$ cat config.mk
export PLATFORM = sky130hd
export DESIGN_NAME = fir_inverse_filter
export DESIGN_NICKNAME = d
export VERILOG_FILES = /design/src/rtl/fir_inverse_filter_pkg.sv /design/src/rtl/dsp_mac_sat.sv /design/src/rtl/fir_inverse_filter.sv
export SDC_FILE = /design/constraint.sdc
export NUM_CORES = 1
export LEC_CHECK = 0
export ABC_AREA = 0
export ABC_CLOCK_PERIOD_IN_PS = 8600
export BUFFER_PORTS_ARGS = -buffer_cell sky130_fd_sc_hd__buf_2
export CORE_AREA = 2 2 130 157
export CTS_BUF_LIST = sky130_fd_sc_hd__clkbuf_16
export CTS_CLUSTER_DIAMETER = 50
export DETAILED_ROUTE_END_ITERATION = 8
export DIE_AREA = 0 0 132 159
export GPL_TIMING_DRIVEN = 0
export PLACE_DENSITY = 0.73
export SKIP_LAST_GASP = 1
export SYNTH_ARGS = -nofsm -noshare
export SYNTH_HDL_FRONTEND = slang
export SYNTH_SLANG_ARGS = --single-unit
$ cat constraint.sdc
create_clock -name clk -period 8.6 [get_ports clk]
set_input_delay 0.86 -clock clk [delete_from_list [all_inputs] [get_ports clk]]
set_output_delay 0.86 -clock clk [all_outputs]
set_load 0.02 [all_outputs]
$ cat src/rtl/fir_inverse_filter_pkg.sv
// Shared DSP definitions for the FIR / inverse-FIR pair.
// Both ends import the same tap count and coefficient vector, so the encoder and
// the decoder always agree on the filter. Also holds the FSM state encoding and
// the 16-bit saturating clip.
package fir_inverse_filter_pkg;

  localparam int unsigned SAMPLE_W  = 16;
  localparam int unsigned FIR_OUT_W = 32;
  localparam int unsigned FIR_N     = 4;
  localparam int unsigned SAT_IN_W  = 64;

  // Packed b[N-1..0]. b[0] is the monic tap and is never read by the decoder.
  localparam logic [FIR_N*SAMPLE_W-1:0] FIR_COEFS = {16'sd4, 16'sd3, 16'sd2, 16'sd1};

  localparam logic signed [SAT_IN_W-1:0] SAT_MAX = 64'sd32767;
  localparam logic signed [SAT_IN_W-1:0] SAT_MIN = -64'sd32768;

  typedef enum logic [1:0] {
    IDLE = 2'd0,
    MAC  = 2'd1,
    OUT  = 2'd2
  } fsm_state_t;

  typedef struct packed {
    logic                       clip;
    logic signed [SAMPLE_W-1:0] val;
  } sat_res_t;

  // Clip a wide signed value to the 16-bit sample range and flag the clipping.
  function automatic sat_res_t sat16(input logic signed [SAT_IN_W-1:0] v);
    sat_res_t r;
    if (v > SAT_MAX) begin
      r.clip = 1'b1;
      r.val  = 16'sh7fff;
    end else if (v < SAT_MIN) begin
      r.clip = 1'b1;
      r.val  = 16'sh8000;
    end else begin
      r.clip = 1'b0;
      r.val  = v[SAMPLE_W-1:0];
    end
    return r;
  endfunction

endpackage

$ cat src/rtl/dsp_mac_sat.sv
// Shared signed 16x16 multiply, subtract-accumulate and saturating output stage.
// Ports:
//   clk, reset     clock, asynchronous active-low reset
//   load/load_val  overwrite the accumulator with load_val
//   mac            acc <= acc - coef*sample
//   coef, sample   signed 16-bit multiplier operands
//   sat_val_c      clip16(acc - coef*sample), combinational
//   sat_clip_c     the value above was clipped, combinational
module dsp_mac_sat
  import fir_inverse_filter_pkg::*;
#(
  parameter int unsigned ACC_W = 40
) (
  input  logic                       clk,
  input  logic                       reset,
  input  logic                       load,
  input  logic signed [ACC_W-1:0]    load_val,
  input  logic                       mac,
  input  logic signed [SAMPLE_W-1:0] coef,
  input  logic signed [SAMPLE_W-1:0] sample,
  output logic signed [SAMPLE_W-1:0] sat_val_c,
  output logic                       sat_clip_c
);

  localparam int unsigned PROD_W = 2 * SAMPLE_W;

  logic signed [PROD_W-1:0] prod_c;
  logic signed [ACC_W-1:0]  acc_q;
  logic signed [ACC_W-1:0]  acc_diff_c;
  sat_res_t                 res_c;

  // Full-precision product, then sign-extended into the accumulator width.
  assign prod_c     = PROD_W'(coef) * PROD_W'(sample);
  assign acc_diff_c = acc_q - ACC_W'(prod_c);

  // Saturation looks at the post-subtract value so the last MAC step can be
  // captured straight into the output register.
  assign res_c      = sat16(SAT_IN_W'(acc_diff_c));
  assign sat_val_c  = res_c.val;
  assign sat_clip_c = res_c.clip;

  // Accumulator register.
  always_ff @(posedge clk or negedge reset) begin
    if (!reset) begin
      acc_q <= '0;
    end else if (load) begin
      acc_q <= load_val;
    end else if (mac) begin
      acc_q <= acc_diff_c;
    end
  end

endmodule

$ cat src/rtl/fir_inverse_filter.sv
// Inverse (deconvolution) filter: recovers x[n] from the FIR output z[n] using
// y[n] = z[n] - sum_{k=1..N-1} b[k]*y[n-k], on one time-shared MAC.
// Ports:
//   clk, reset            clock, asynchronous active-low reset
//   in_valid/in_ready/zn  32-bit signed FIR sample input handshake
//   out_valid/out_ready   recovered sample output handshake
//   yn                    16-bit signed recovered sample, saturated
//   sat                   yn was clipped (qualified by out_valid)
module fir_inverse_filter
  import fir_inverse_filter_pkg::*;
#(
  parameter int unsigned                N     = FIR_N,
  parameter logic [N*SAMPLE_W-1:0]      COEFS = FIR_COEFS,
  parameter int unsigned                ACC_W = 40
) (
  input  logic                        clk,
  input  logic                        reset,
  input  logic                        in_valid,
  output logic                        in_ready,
  input  logic signed [FIR_OUT_W-1:0] zn,
  output logic                        out_valid,
  input  logic                        out_ready,
  output logic signed [SAMPLE_W-1:0]  yn,
  output logic                        sat
);

  localparam int unsigned K_W = $clog2(N);
  localparam logic [K_W-1:0] K_LAST = K_W'(N - 1);

  fsm_state_t                 state_q, state_d;
  logic [K_W-1:0]             k_q, k_d;
  logic signed [SAMPLE_W-1:0] yn_q, yn_d;
  logic                       sat_q, sat_d;
  logic                       out_valid_q, out_valid_d;
  logic                       in_ready_q, in_ready_d;
  logic                       acc_load_c, acc_mac_c, hist_shift_c;

  // hist_q[k] holds y[n-k].
  logic signed [SAMPLE_W-1:0] hist_q [1:N-1];
  logic signed [SAMPLE_W-1:0] coef_c;
  logic signed [SAMPLE_W-1:0] hist_c;
  logic signed [SAMPLE_W-1:0] sat_val_c;
  logic                       sat_clip_c;

  assign coef_c = COEFS[SAMPLE_W*int'(k_q) +: SAMPLE_W];
  assign hist_c = hist_q[k_q];

  // Shared MAC: one tap per cycle.
  dsp_mac_sat #(
    .ACC_W (ACC_W)
  ) u_mac (
    .clk        (clk),
    .reset      (reset),
    .load       (acc_load_c),
    .load_val   (ACC_W'(zn)),
    .mac        (acc_mac_c),
    .coef       (coef_c),
    .sample     (hist_c),
    .sat_val_c  (sat_val_c),
    .sat_clip_c (sat_clip_c)
  );

  // Next-state and registered-output logic.
  always_comb begin
    state_d      = state_q;
    k_d          = k_q;
    yn_d         = yn_q;
    sat_d        = sat_q;
    out_valid_d  = out_valid_q;
    acc_load_c   = 1'b0;
    acc_mac_c    = 1'b0;
    hist_shift_c = 1'b0;

    case (state_q)
      IDLE: begin
        if (in_valid && in_ready_q) begin
          acc_load_c = 1'b1;
          k_d        = K_W'(1);
          state_d    = MAC;
        end
      end
      MAC: begin
        acc_mac_c = 1'b1;
        k_d       = k_q + K_W'(1);
        // Final tap: capture the clipped result directly as the output beat.
        if (k_q == K_LAST) begin
          yn_d        = sat_val_c;
          sat_d       = sat_clip_c;
          out_valid_d = 1'b1;
          state_d     = OUT;
        end
      end
      OUT: begin
        // Output handshake only; a new input waits for the next IDLE cycle.
        if (out_ready) begin
          out_valid_d  = 1'b0;
          hist_shift_c = 1'b1;
          state_d      = IDLE;
        end
      end
      default: begin
        state_d = IDLE;
      end
    endcase

    in_ready_d = (state_d == IDLE);
  end

  // State and output registers.
  always_ff @(posedge clk or negedge reset) begin
    if (!reset) begin
      state_q     <= IDLE;
      k_q         <= '0;
      yn_q        <= '0;
      sat_q       <= 1'b0;
      out_valid_q <= 1'b0;
      in_ready_q  <= 1'b0;
    end else begin
      state_q     <= state_d;
      k_q         <= k_d;
      yn_q        <= yn_d;
      sat_q       <= sat_d;
      out_valid_q <= out_valid_d;
      in_ready_q  <= in_ready_d;
    end
  end

  // History shift: the saturated output, not the raw accumulator, feeds back.
  always_ff @(posedge clk or negedge reset) begin
    if (!reset) begin
      for (int i = 1; i < N; i++) hist_q[i] <= '0;
    end else if (hist_shift_c) begin
      hist_q[1] <= yn_q;
      for (int i = 2; i < N; i++) hist_q[i] <= hist_q[i-1];
    end
  end

  assign in_ready  = in_ready_q;
  assign out_valid = out_valid_q;
  assign yn        = yn_q;
  assign sat       = sat_q;

endmodule

After elaboration in Yosys (flattened, before gate mapping) --
Cells that the tools add are included.
Cells by class: muxes and demuxes 21, shifts and indexed selects 1, multipliers 1, magnitude comparators 3, equality and inequality tests 6, reductions and logical operators 9, bitwise logic cells 1, add/sub/neg operators 2
Operators by type and width (count):
- 40-bit 2-to-1 mux | 2
- 64-bit by 7-bit indexed part select with 16-bit output, first input constant | 1
- 40-bit by 16-bit greater-than comparator with 1-bit output, second input constant | 1
- 40-bit by 16-bit < comparator with 1-bit output, second input constant | 1
- 40-bit by 32-bit subtractor with 40-bit output | 1
- 17-bit 2-to-1 mux | 2
- 16-bit binary-select mux with 2-bit select | 1
- 16-bit by 16-bit multiplier with 32-bit output | 1
- 16-bit 2-to-1 mux | 2
- 2-bit 2-to-1 mux | 4
- 1-bit 2-to-1 mux | 7
- 2-bit != test, second input constant | 3
- 2-bit one-hot mux with 3 select lines | 1
- 2-bit nonzero test | 3
- 2-bit == test, second input constant | 2
- 2-bit logical NOT | 2
- 2-bit one-hot mux with 2 select lines | 1
- 2-bit AND reduction | 2
- 3-bit >= comparator, second input constant | 1
- 2-bit NOT with 3-bit output | 1
- 3-bit AND reduction | 1
- 2-bit by 1-bit adder with 2-bit output, second input constant | 1
- 2-bit by 1-bit == test with 1-bit output, second input constant | 1
- 1-bit one-hot mux with 2 select lines | 1
- 1-bit logical AND | 1
Word-level totals: register bits 111, output and inout port bits 19, input port bits 36, logic and storage cells 54

Depth between registers and ports, before layout --
Gate-level depths: netlist of the first run.
depth after elaboration 9, depth in mapped cells 32

Modules after synthesis --
Synthesis of the first run repeated with hierarchy kept, for this count alone.
Unflattened totals: cell total of the unflattened synthesis 2065, area total of the unflattened synthesis 19369.8 um^2
Modules (own cells, without submodules):
- dsp_mac_sat | area each 16180.5 um^2, instances 1, cells an instance 1854, seq. area each 1001.0 um^2
- fir_inverse_filter | area each 3189.3 um^2, instances 1, cells an instance 211, seq. area each 1776.7 um^2

Worst setup path before layout of the first run --
OpenSTA, ideal clock, no wires.
path type reg-to-reg, from reg k_q[0], to reg yn_q[0], in the netlist yn[0], setup slack 1.773 ns, stages on the path, launching flop included 32, period minus slack after synthesis 6.827 ns, arrival 6.703 ns, setup time 0.124 ns, path buffers 5, required time 8.476 ns, path through dfrtp_1 clkbuf_2 inv_1 clkbuf_1 ha_1 or2_1 buf_2 clkbuf_1 nand2_1 fa_1 inv_1 ha_1 ha_1 ha_1 inv_1 fa_1 inv_1 fa_1 inv_1 ha_1 nand2_1 nor2_1 and3_1 a211o_1 a221o_1 xor2_1 or3_1 nor4_1 and4b_1 a21oi_2 buf_6 a211o_1
Between the ends: cells in the longest elaborated chain, start to end 9, elaborated cells between the ends (all ways) 13, classes of those cells add/sub: 1; mul: 1; order compare: 2; eq/ne: 1; shift: 1; mux: 5; bitwise: 1; reduce/logical: 1
Ends and longest elaborated chain:
- start: declaration | RTL line fir_inverse_filter.sv:31 | logic [K_W-1:0] k_q, k_d;
- start signal: assignment | RTL line fir_inverse_filter.sv:120 | k_q <= k_d;
- parallel branches: the longest is 9 deep, another holds 40-bit by 32-bit subtractor with 40-bit output
- end signal: assignment | RTL line fir_inverse_filter.sv:121 | yn_q <= yn_d;
- end: declaration | RTL line fir_inverse_filter.sv:32 | logic signed [SAMPLE_W-1:0] yn_q, yn_d;
Parallel ways; which one is timed is not known. The select of a mux whose other input is x is not followed. A chain may end at the register's enable or synchronous reset.

Worst setup path in the final report of the first run --
from reg k_q[1], to reg yn_q[8], in the netlist yn[8]
The elaborated chain is that of the path after synthesis.

==> results of run 1 <==
-- layer usage --
metal	vias to the layer above	share of wire, %
met3	59	3.6
met4	0	3.9
met2	211	52
met5	-	0
li1	4299	-
met1	4334	41
-- cells in the final DEF (no fill, tap or decap), drive strengths merged, types with 10 or more instances in the layout --
cell type and count:
xnor2 22, buf 69, a22oi 31, nor3 11, and3 12, a221o 12
nand3 10, fa 31, nor4 10, xor2 13, nand2 113, and2 44
inv 166, a21oi 64, mux2 51, mux2i 21, dfrtp 111, o21ai 73
nor2 57, ha 157, a211o 11, nand4 22, a21o 12, clkbuf 46
-- worst register-to-register path: cells and delay by family, from the launching register on --
family          cells  cell delay, ns
compound gates      4            1.46
fa+ha+maj           7            2.41
buf+inv             8            1.04
flops               1            0.41
simple gates       10            2.84
-- metrics by stage --
| stage | util (%) | setup slack [ns] | setup TNS (ns) |
|---|---|---|---|
| after floorplan | - | 1.77 | 0 |
| after global placement | 57.5 | 0.0638 | 0 |
| after detailed placement | 57.7 | -0.000514 | -0.000514 |
| after CTS | 59.3 | 0.194 | 0 |
| after global routing | 59.3 | 0.0118 | 0 |
| final | 59.3 | 0.409 | 0 |
-- area by class of cell --
cell class / count / area (sq um)
plain buffers: 51 / 216
well taps: 261 / 327
flip-flops and latches: 111 / 2780
multi-input cells: 874 / 6960
clock buffers: 9 / 225
repair buffers: 55 / 304
fillers: 1775 / 7910
inverters: 162 / 608
clock inverters: 7 / 81.3
-- cell families (layout without fill, tap and decap cells) --
kind of cell / after synthesis / after routing / synth area share (%)
AND/OR/NAND/NOR: 313 / 313 / 14.7
AO/OA/AOI/OAI: 266 / 266 / 16.4
buffers and inverters: 214 / 284 / 7.81
adder cells (fa/ha/maj): 188 / 188 / 24.5
flip-flops: 111 / 111 / 26.3
multiplexers: 72 / 72 / 7.43
XOR/XNOR: 35 / 35 / 2.90
-- registers in the layout, summed over array words and instances, names as in the netlist --
register and flops:
hist_q 48, in_ready 1, k_q 2, out_valid 1
sat 1, state_q 2, u_mac.acc_q 40, yn 16
-- how the worst max path moves through the flow --
stage / from / to / slack, ns
after floorplan: k_q[0] / yn[0] / 1.77
after global placement: k_q[0] / yn[1] / 0.06
after detailed placement: k_q[0] / yn[7] / -0.0005
after CTS: k_q[0] / yn[8] / 0.19
after global routing: k_q[1] / yn[1] / 0.01
final: k_q[1] / yn[8] / 0.41
-- repair_timing --
action,in CTS,in global routing
endpoints found under the setup margin,10,16
resized for setup,1,6
hold endpoints to repair,0,0
hold buffers,0,0
==> summary.md, run 1 <==
| Metric | Value |
|---|---|
| Outcome | finished clean |
| Number of max-cap violations | 0 |
| Critical path class | reg -> reg |
| Area share of the largest cell type after synthesis | approximately a quarter |
| DR WL/cell | approximately 19 um |
| Crit path depth | 29 |
| Critical R2R Capture | yn[8] |
| Gr usage total | between 20 and 30% |
| Post-DR vias/cell | 5.82 |
| Crit-path slowest cell | or4_1 |
| Chip height | approximately 160 um |
| Layout Skew | between 0.01 and 0.015 ns |
| GR Util met1 | between 30% and 40% |
| I/O Pins | 55 |
| Slew Viols, Final | 0 |
| Grt total ovfl | 0 |
| Non-filler instance count after layout | 1530 |
| Layout cells sized above 1 | between 10% and 20% |
| Required time of the critical path | roughly 9 ns |
| Final net count | ~1500 |
| Cell family with most CP delay | simple AND/OR/NAND/NOR gates |
| Syn_nets | about 1400 |
| Fin crit share | 95.2% |
| R2R Path Start | k_q[1] |
| Gr busiest metal | met2 |
| Diodes inserted | 0 |
| Worst setup SP type | flip-flop |
| First-pass GRT wire length | 46400 um |
| Synthesized instance count | about 1200 |
| Initial antenna violation count | 0 |
| Number of synthesized flops with an enable pin | 0 |
| Critical path arrival | approximately 8.5 ns |
| TritonCTS buffer count | 9 |
| Final GP Congestion | about 0.94 |
| First DRT Iteration DRCs | 600 |
| Syn Area/Cell | 8.81 sq um |
| Clock slew at reported path FFs | roughly 0.090 ns |
| Via count of the routed design | between 8000 and 9000 |
| Worst stage delay on the critical path | between 0.5 and 0.6 ns |
| Count leader, synth | inv_1 |
| Htree depth | 3 |
| WP buf/inv | 8 |
| Port buffer count | 54 |
| TritonCTS clock tree | yes |
| Post-Syn Area | between 10000 and 15000 sq um |
| Main synth FF type | dfrtp_1 |
| Setup slack, reg-to-reg | approximately 0.41 ns |
| Post-placement cell area | around 11000 sq um |
| Crit Path Max Fanout | 10 |
| Sink Count | between 100 and 150 |
| Antenna viol nets, final | 0 |
| Worst-margin pin slew | 1.08 ns |
| Ys async rst share | 100% |
| Sequential fraction of the synthesis area | about a quarter |
| Initial Util | 54.4% |
| Cell depth of the worst flop-to-flop path | 29 |
| WL final | roughly 29000 um |
| Setup crit end kind | flip-flop |
| Synth cell count leaders | inv_1 (161), ha_1 (157), nand2_1 (112) |
| Pre-Repair DR Iteration Count | 5 |
| Placed insts | 1515 |
| Synth top area cells | dfrtp_1 (26%), ha_1 (19%), fa_1 (5.9%) |
| Die ar. | ~21000 sq um |
| Final Hold Violating Endpoints | 0 |
| Register bit total from synthesis | 111 |
| Worst Hold Class | in -> async |
| DRC viols | 0 |
| Max-Slew Margin vs Limit | between 20 and 30% |
| Global routing usage on met2 | roughly half |
| Setup Viol. Count Final | 0 |
| HPWL Detailed | 23000 um |
| Die width | 132 um |
| Area of the core | about 19000 sq um |
| Achievable Freq | 0.122 GHz |
| Final critical-path required period | 8.19 ns |
| Setup repair after global routing missed its margin | no |
| Grt met3 use | between 2 and 3% |
| Vias in the first global route | about 9100 |
| Largest area contributor in the netlist | dfrtp_1 |
| CTS Buffer Depth | 2 |
| YS warnings | 0 |
| Num rows | 56 |
| Largest net degree at the start of global routing | 91 |
| Post-route cell area | approximately 12000 sq um |
| Synth-to-Final Area Change | 8.93% |
| Distinct cells, synth | roughly 70 |
| Clk Latency, worst-skew pair | ~0.38 ns |
| CTS Root Cell | clkbuf_16 |
| Post-CTS Repair Setup Buffers | 0 |
| Worst hold slack | ~0.33 ns |
Power of run 1 is not shown: default switching activity piles up to over one toggle a cycle in this logic, so the estimate is an artifact.
==> run 2, diff against run 1 <==
ABC_CLOCK_PERIOD_IN_PS = 9500   (was 8600)
CORE_AREA = 3 3 131 158   (was 2 2 130 157)
DIE_AREA = 0 0 134 161   (was 0 0 132 159)
clock period = 9.5 ns   (was 8.6 ns; I/O delays follow)
==> summary.md, run 2 (synthesized netlist as in run 1, its figures left out) <==
| Metric | Value |
|---|---|
| Number of max-cap violations | 0 |
| Setup Viol. Count Final | 0 |
| Gr usage total | a little over a quarter |
| Vias in the first global route | 9121 |
| TritonCTS buffer count | 9 |
| Slew Viols, Final | 0 |
| Crit-path slowest cell | a311oi_1 |
| Post-CTS Repair Setup Buffers | 0 |
| Worst-margin pin slew | 1.09 ns |
| Final net count | around 1500 |
| Largest register FFs | 48 |
| Final Hold Violating Endpoints | 0 |
| Setup crit end kind | flip-flop |
| WL final | 28700 um |
| First-pass GRT wire length | around 47000 um |
| Critical Path Most Common Cell | ha_1 |
| Final setup margin | between 0.8 and 0.9 ns |
| Setup TNS Final | 0 ns |
| Required time of the critical path | between 9 and 10 ns |
| Outcome | finished clean |
| Die ar. | roughly 22000 sq um |
| Setup slack, reg-to-reg | approximately 0.83 ns |
| Largest reg by FF count | hist_q |
| Fill cells | 1774 |
| Chip height | between 150 and 200 um |
| Synth-to-Final Area Change | 8.97% |
| Most frequent cells in the layout | inv_1 (161), ha_1 (157), nand2_1 (112) |
| Final critical-path required period | a little under 9 ns |
| Htree depth | 3 |
| Initial antenna violation count | 0 |
| Post-DR vias/cell | slightly below 6 |
| Diodes inserted | 0 |
| Worst stage delay on the critical path | 0.68 ns |
| Grt total ovfl | 0 |
| Die width | between 100 and 150 um |
| Layout Skew | 0.0154 ns |
| I/O Pins | between 50 and 60 |
| Max-Slew Margin vs Limit | between 20% and 30% |
| Crit Path Max Fanout | 11 |
| Setup repair after global routing missed its margin | no |
| Num rows | 56 |
| Port buffer count | 54 |
| Commonest non-fill, non-tap cell in the layout | inv_1 |
| DRC viols | 0 |
| CTS Buffer Depth | 2 |
| Sink Count | roughly 110 |
| Via count of the routed design | roughly 9000 |
| Fin crit share | 91.3% |
| Critical path class | reg -> reg |
| Area of the core | between 15000 and 20000 sq um |
| Clock slew at reported path FFs | roughly 0.1 ns |
| CTS Root Cell | clkbuf_16 |
| TritonCTS clock tree | yes |
| Pre-Repair DR Iteration Count | 5 |
| Critical path origin | k_q[0] |
| Post-CTS sizing | 0 |
| Critical path arrival | ~9.0 ns |
| R2R Path Start | k_q[0] |
| Clk Latency, worst-skew pair | between 0.3 and 0.4 ns |
| Initial Util | between 50% and 60% |
| Antenna viol nets, final | 0 |
| Placed insts | 1515 |
| Largest net degree at the start of global routing | 91 |
| Layout cells sized above 1 | between 10 and 15% |
| Worst Hold Class | in -> async |
| HPWL Detailed | 23000 um |
| First DRT Iteration DRCs | around 520 |
| Final GP Congestion | between 0.9 and 1 |
| DR WL/cell | approximately 19 um |
| Cts hold-fix bufs | 0 |
| Worst setup SP type | flip-flop |
| Achievable Freq | around 0.12 GHz |
| Pre-CTS WS | between 0.9 and 1 ns |
| Non-filler instance count after layout | 1531 |
| Final Util | 59.3% |
-- run 2: changes by cell type in the layout (fill, tap and decap cells not counted), sizes merged --
cell and change:
clkinv -1, inv +1, clkbuf +1
-- run 2: layout make-up --
class                      instances  area (sq um)  area share, %
multi-input combinational        874          6960           60.5
clock inverter                     7          91.3          0.794
inverter                         162           608           5.28
tap                              261           327           2.84
sequential                       111          2780           24.1
buffer                            52           216           1.88
clock buffer                       9           225           1.96
timing repair buffer              55           304           2.64
-- run 2: metal layers --
layer | track usage, % | vias up | wire length, um
met5 | 0 | - | 0
met2 | 49.5 | 225 | 14600
li1 | - | 4295 | -
met4 | 13.0 | 0 | 1400
met3 | 3.24 | 74 | 1010
met1 | 32.2 | 4325 | 11700
-- run 2: worst paths after layout --
path / cells past startpoint / end
setup / recovery: 28 / yn[9]
hold / removal: 1 / u_mac.acc_q[18]
setup reg to reg: 28 / yn[9]
hold reg to reg: 2 / u_mac.acc_q[9]
max in group asynchronous: 2 / state_q[1]
min in group clk: 2 / u_mac.acc_q[9]
-- run 2: worst max-delay path, delay by kind of cell, from the launching register on --
family                     cells  cell delay, ns
AOI/OAI and AO/OA              3            1.32
and+or+nand+nor                8            2.35
DFF                            1            0.40
adders and majority gates      8            2.82
buffers and inverters          9            1.70
-- run 2: through the flow --
stage / instance area, sq um / hold WS (ns)
finish: 11500 / 0.423
global route: 11500 / 0.430
CTS: 11500 / 0.419
detailed placement: 11200 / 0.474
global placement: 11200 / 0.461
floorplan: 10600 / 0.462
Power of run 2 is left out for the same reason.
==> run 3, diff against run 2 <==
ABC_AREA = 1   (was 0)
CORE_AREA = 3 3 132 160   (was 3 3 131 158)
DIE_AREA = 0 0 135 163   (was 0 0 134 161)
==> summary.md, run 3 <==
| Metric | Value |
|---|---|
| Post-Syn Area | 10700 sq um |
| Pre-CTS WS | around 2.1 ns |
| Post-CTS Repair Setup Buffers | 0 |
| CTS Buffer Depth | 2 |
| Clk Latency, worst-skew pair | 0.37 ns |
| Count leader, synth | nand2_1 |
| Worst hold slack | about 0.43 ns |
| First-pass GRT wire length | 51000 um |
| Antenna viol nets, final | 0 |
| Grt total ovfl | 0 |
| Die ar. | 22000 sq um |
| Worst Hold Class | in -> async |
| Post-DR vias/cell | 5.36 |
| Critical Path Most Common Cell | nand2_1 |
| Chip height | ~160 um |
| DR WL/cell | between 15 and 20 um |
| Final net count | ~1800 |
| Crit-path slowest cell | nor4_1 |
| Required time of the critical path | 9.77 ns |
| Clock slew at reported path FFs | about 0.090 ns |
| Syn Area/Cell | ~7 sq um |
| Initial antenna violation count | 0 |
| Htree depth | 3 |
| TritonCTS buffer count | 9 |
| Most frequent cells in the layout | nand2_1 (414), inv_1 (281), ha_1 (157) |
| DRC viols | 0 |
| Worst-margin pin slew | 0.971 ns |
| Cts hold-fix bufs | 0 |
| Largest net degree at the start of global routing | 95 |
| Crit Path Max Fanout | 10 |
| Diodes inserted | 0 |
| Number of max-cap violations | 0 |
| Achievable Freq | roughly 0.13 GHz |
| Area share of the largest cell type after synthesis | between 20% and 30% |
| Sink Count | approximately 110 |
| Setup repair after global routing missed its margin | no |
| Largest register FFs | 48 |
| Worst setup SP type | flip-flop |
| Synth top area cells | dfrtp_1 (26%), ha_1 (18%), nand2_1 (14%) |
| Setup Viol. Count Final | 0 |
| Critical path class | reg -> reg |
| Synthesized instance count | 1497 |
| Post-CTS sizing | 0 |
| Distinct cells, synth | 47 |
| Setup crit end kind | flip-flop |
| Die width | about 140 um |
| Final setup margin | slightly above 2 ns |
| CTS Root Cell | clkbuf_16 |
| Vias in the first global route | around 10000 |
| Port buffer count | 54 |
| Initial Util | ~55% |
| R2R Path Start | k_q[0] |
| Fin crit share | 78.3% |
| Setup TNS Final | 0 ns |
| Register bit total from synthesis | between 100 and 150 |
| Final Hold Violating Endpoints | 0 |
| Layout Skew | 0.00992 ns |
| Final GP Congestion | a little under 1 |
| Max-Slew Margin vs Limit | between 30% and 40% |
| Final Util | 59.9% |
| Pre-Repair DR Iteration Count | 6 |
| Gr usage total | between 30% and 40% |
| Via count of the routed design | about 9800 |
| Slew Viols, Final | 0 |
| Outcome | finished clean |
| Syn_nets | 1721 |
| HPWL Detailed | about 27000 um |
| Critical path origin | k_q[0] |
| Sequential fraction of the synthesis area | approximately 26% |
| Area of the core | 19500 sq um |
| Synth cell count leaders | nand2_1 (414), inv_1 (281), ha_1 (157) |
| Main synth FF type | dfrtp_1 |
| Worst stage delay on the critical path | 0.59 ns |
| Fill cells | 1866 |
| I/O Pins | 55 |
| WL final | between 30000 and 40000 um |
| Ys async rst share | 100% |
| Largest reg by FF count | hist_q |
| Final critical-path required period | between 7 and 8 ns |
| Synth-to-Final Area Change | 8.97% |
| First DRT Iteration DRCs | between 500 and 600 |
| Num rows | 56 |
| Number of synthesized flops with an enable pin | 0 |
| YS warnings | 0 |
| TritonCTS clock tree | yes |
| Critical path arrival | between 7 and 8 ns |
| Layout cells sized above 1 | ~7.4% |
| Commonest non-fill, non-tap cell in the layout | nand2_1 |
| Largest area contributor in the netlist | dfrtp_1 |
-- run 3: cell type report --
class | instances | area (sq um) | share of cell area (%)
multi-input cells | 1066 | 6730 | 57.5
flip-flops and latches | 111 | 2780 | 23.7
inverters | 287 | 1080 | 9.21
well taps | 261 | 327 | 2.79
repair buffers | 56 | 319 | 2.73
clock buffers | 9 | 225 | 1.92
plain buffers | 33 | 153 | 1.30
clock inverters | 7 | 88.8 | 0.759
-- run 3: cells by family (layout without fill, tap and decap cells) --
| kind of cell | Yosys count | in the layout | synth area share (%) |
|---|---|---|---|
| buffers and inverters | 320 | 392 | 11.5 |
| AOI/OAI and AO/OA | 197 | 197 | 11.1 |
| DFF | 111 | 111 | 25.9 |
| xor gates and xnor gates | 26 | 26 | 2.19 |
| adders and majority gates | 188 | 188 | 24.1 |
| and+or+nand+nor | 655 | 655 | 25.3 |
-- run 3: critical path: cells and delay by family, from the launching register on --
family                   cells  cell delay, ns
flip-flops                   1            0.41
AO/OA/AOI/OAI                2            0.59
AND/OR/NAND/NOR             16            2.33
adder cells (fa/ha/maj)      7            2.72
buffers and inverters        6            1.07
XOR/XNOR                     1            0.23
-- run 3: final timing paths --
| check | slack (ns) | cells past startpoint | endpoint |
|---|---|---|---|
| max | 2.06 | 32 | yn[10] |
| min | 0.43 | 1 | u_mac.acc_q[12] |
| max reg2reg | 2.06 | 32 | yn[10] |
| min reg2reg | 0.49 | 2 | sat |
| max in group asynchronous | 8.31 | 2 | u_mac.acc_q[0] |
| min in group clk | 0.49 | 2 | sat |
-- run 3: per-stage QoR --
stage          instance area [sq um]  instances
5_1_grt                        11700       1830
3_3_place_gp                   11300       1812
6_report                       11700       1830
2_1_floorplan                  10700       1497
4_1_cts                        11700       1830
3_5_place_dp                   11400       1814
-- run 3: metal layers --
layer	GRT usage (%)	part of all wire (%)	wire, um	up-vias
met5	0	0	0	-
met4	20.3	7.8	2570	0
met3	2.84	2.8	924	98
met2	53.9	50	16400	248
met1	34.2	40	13000	4606
li1	-	-	-	4860
Power of run 3 is left out for the same reason.
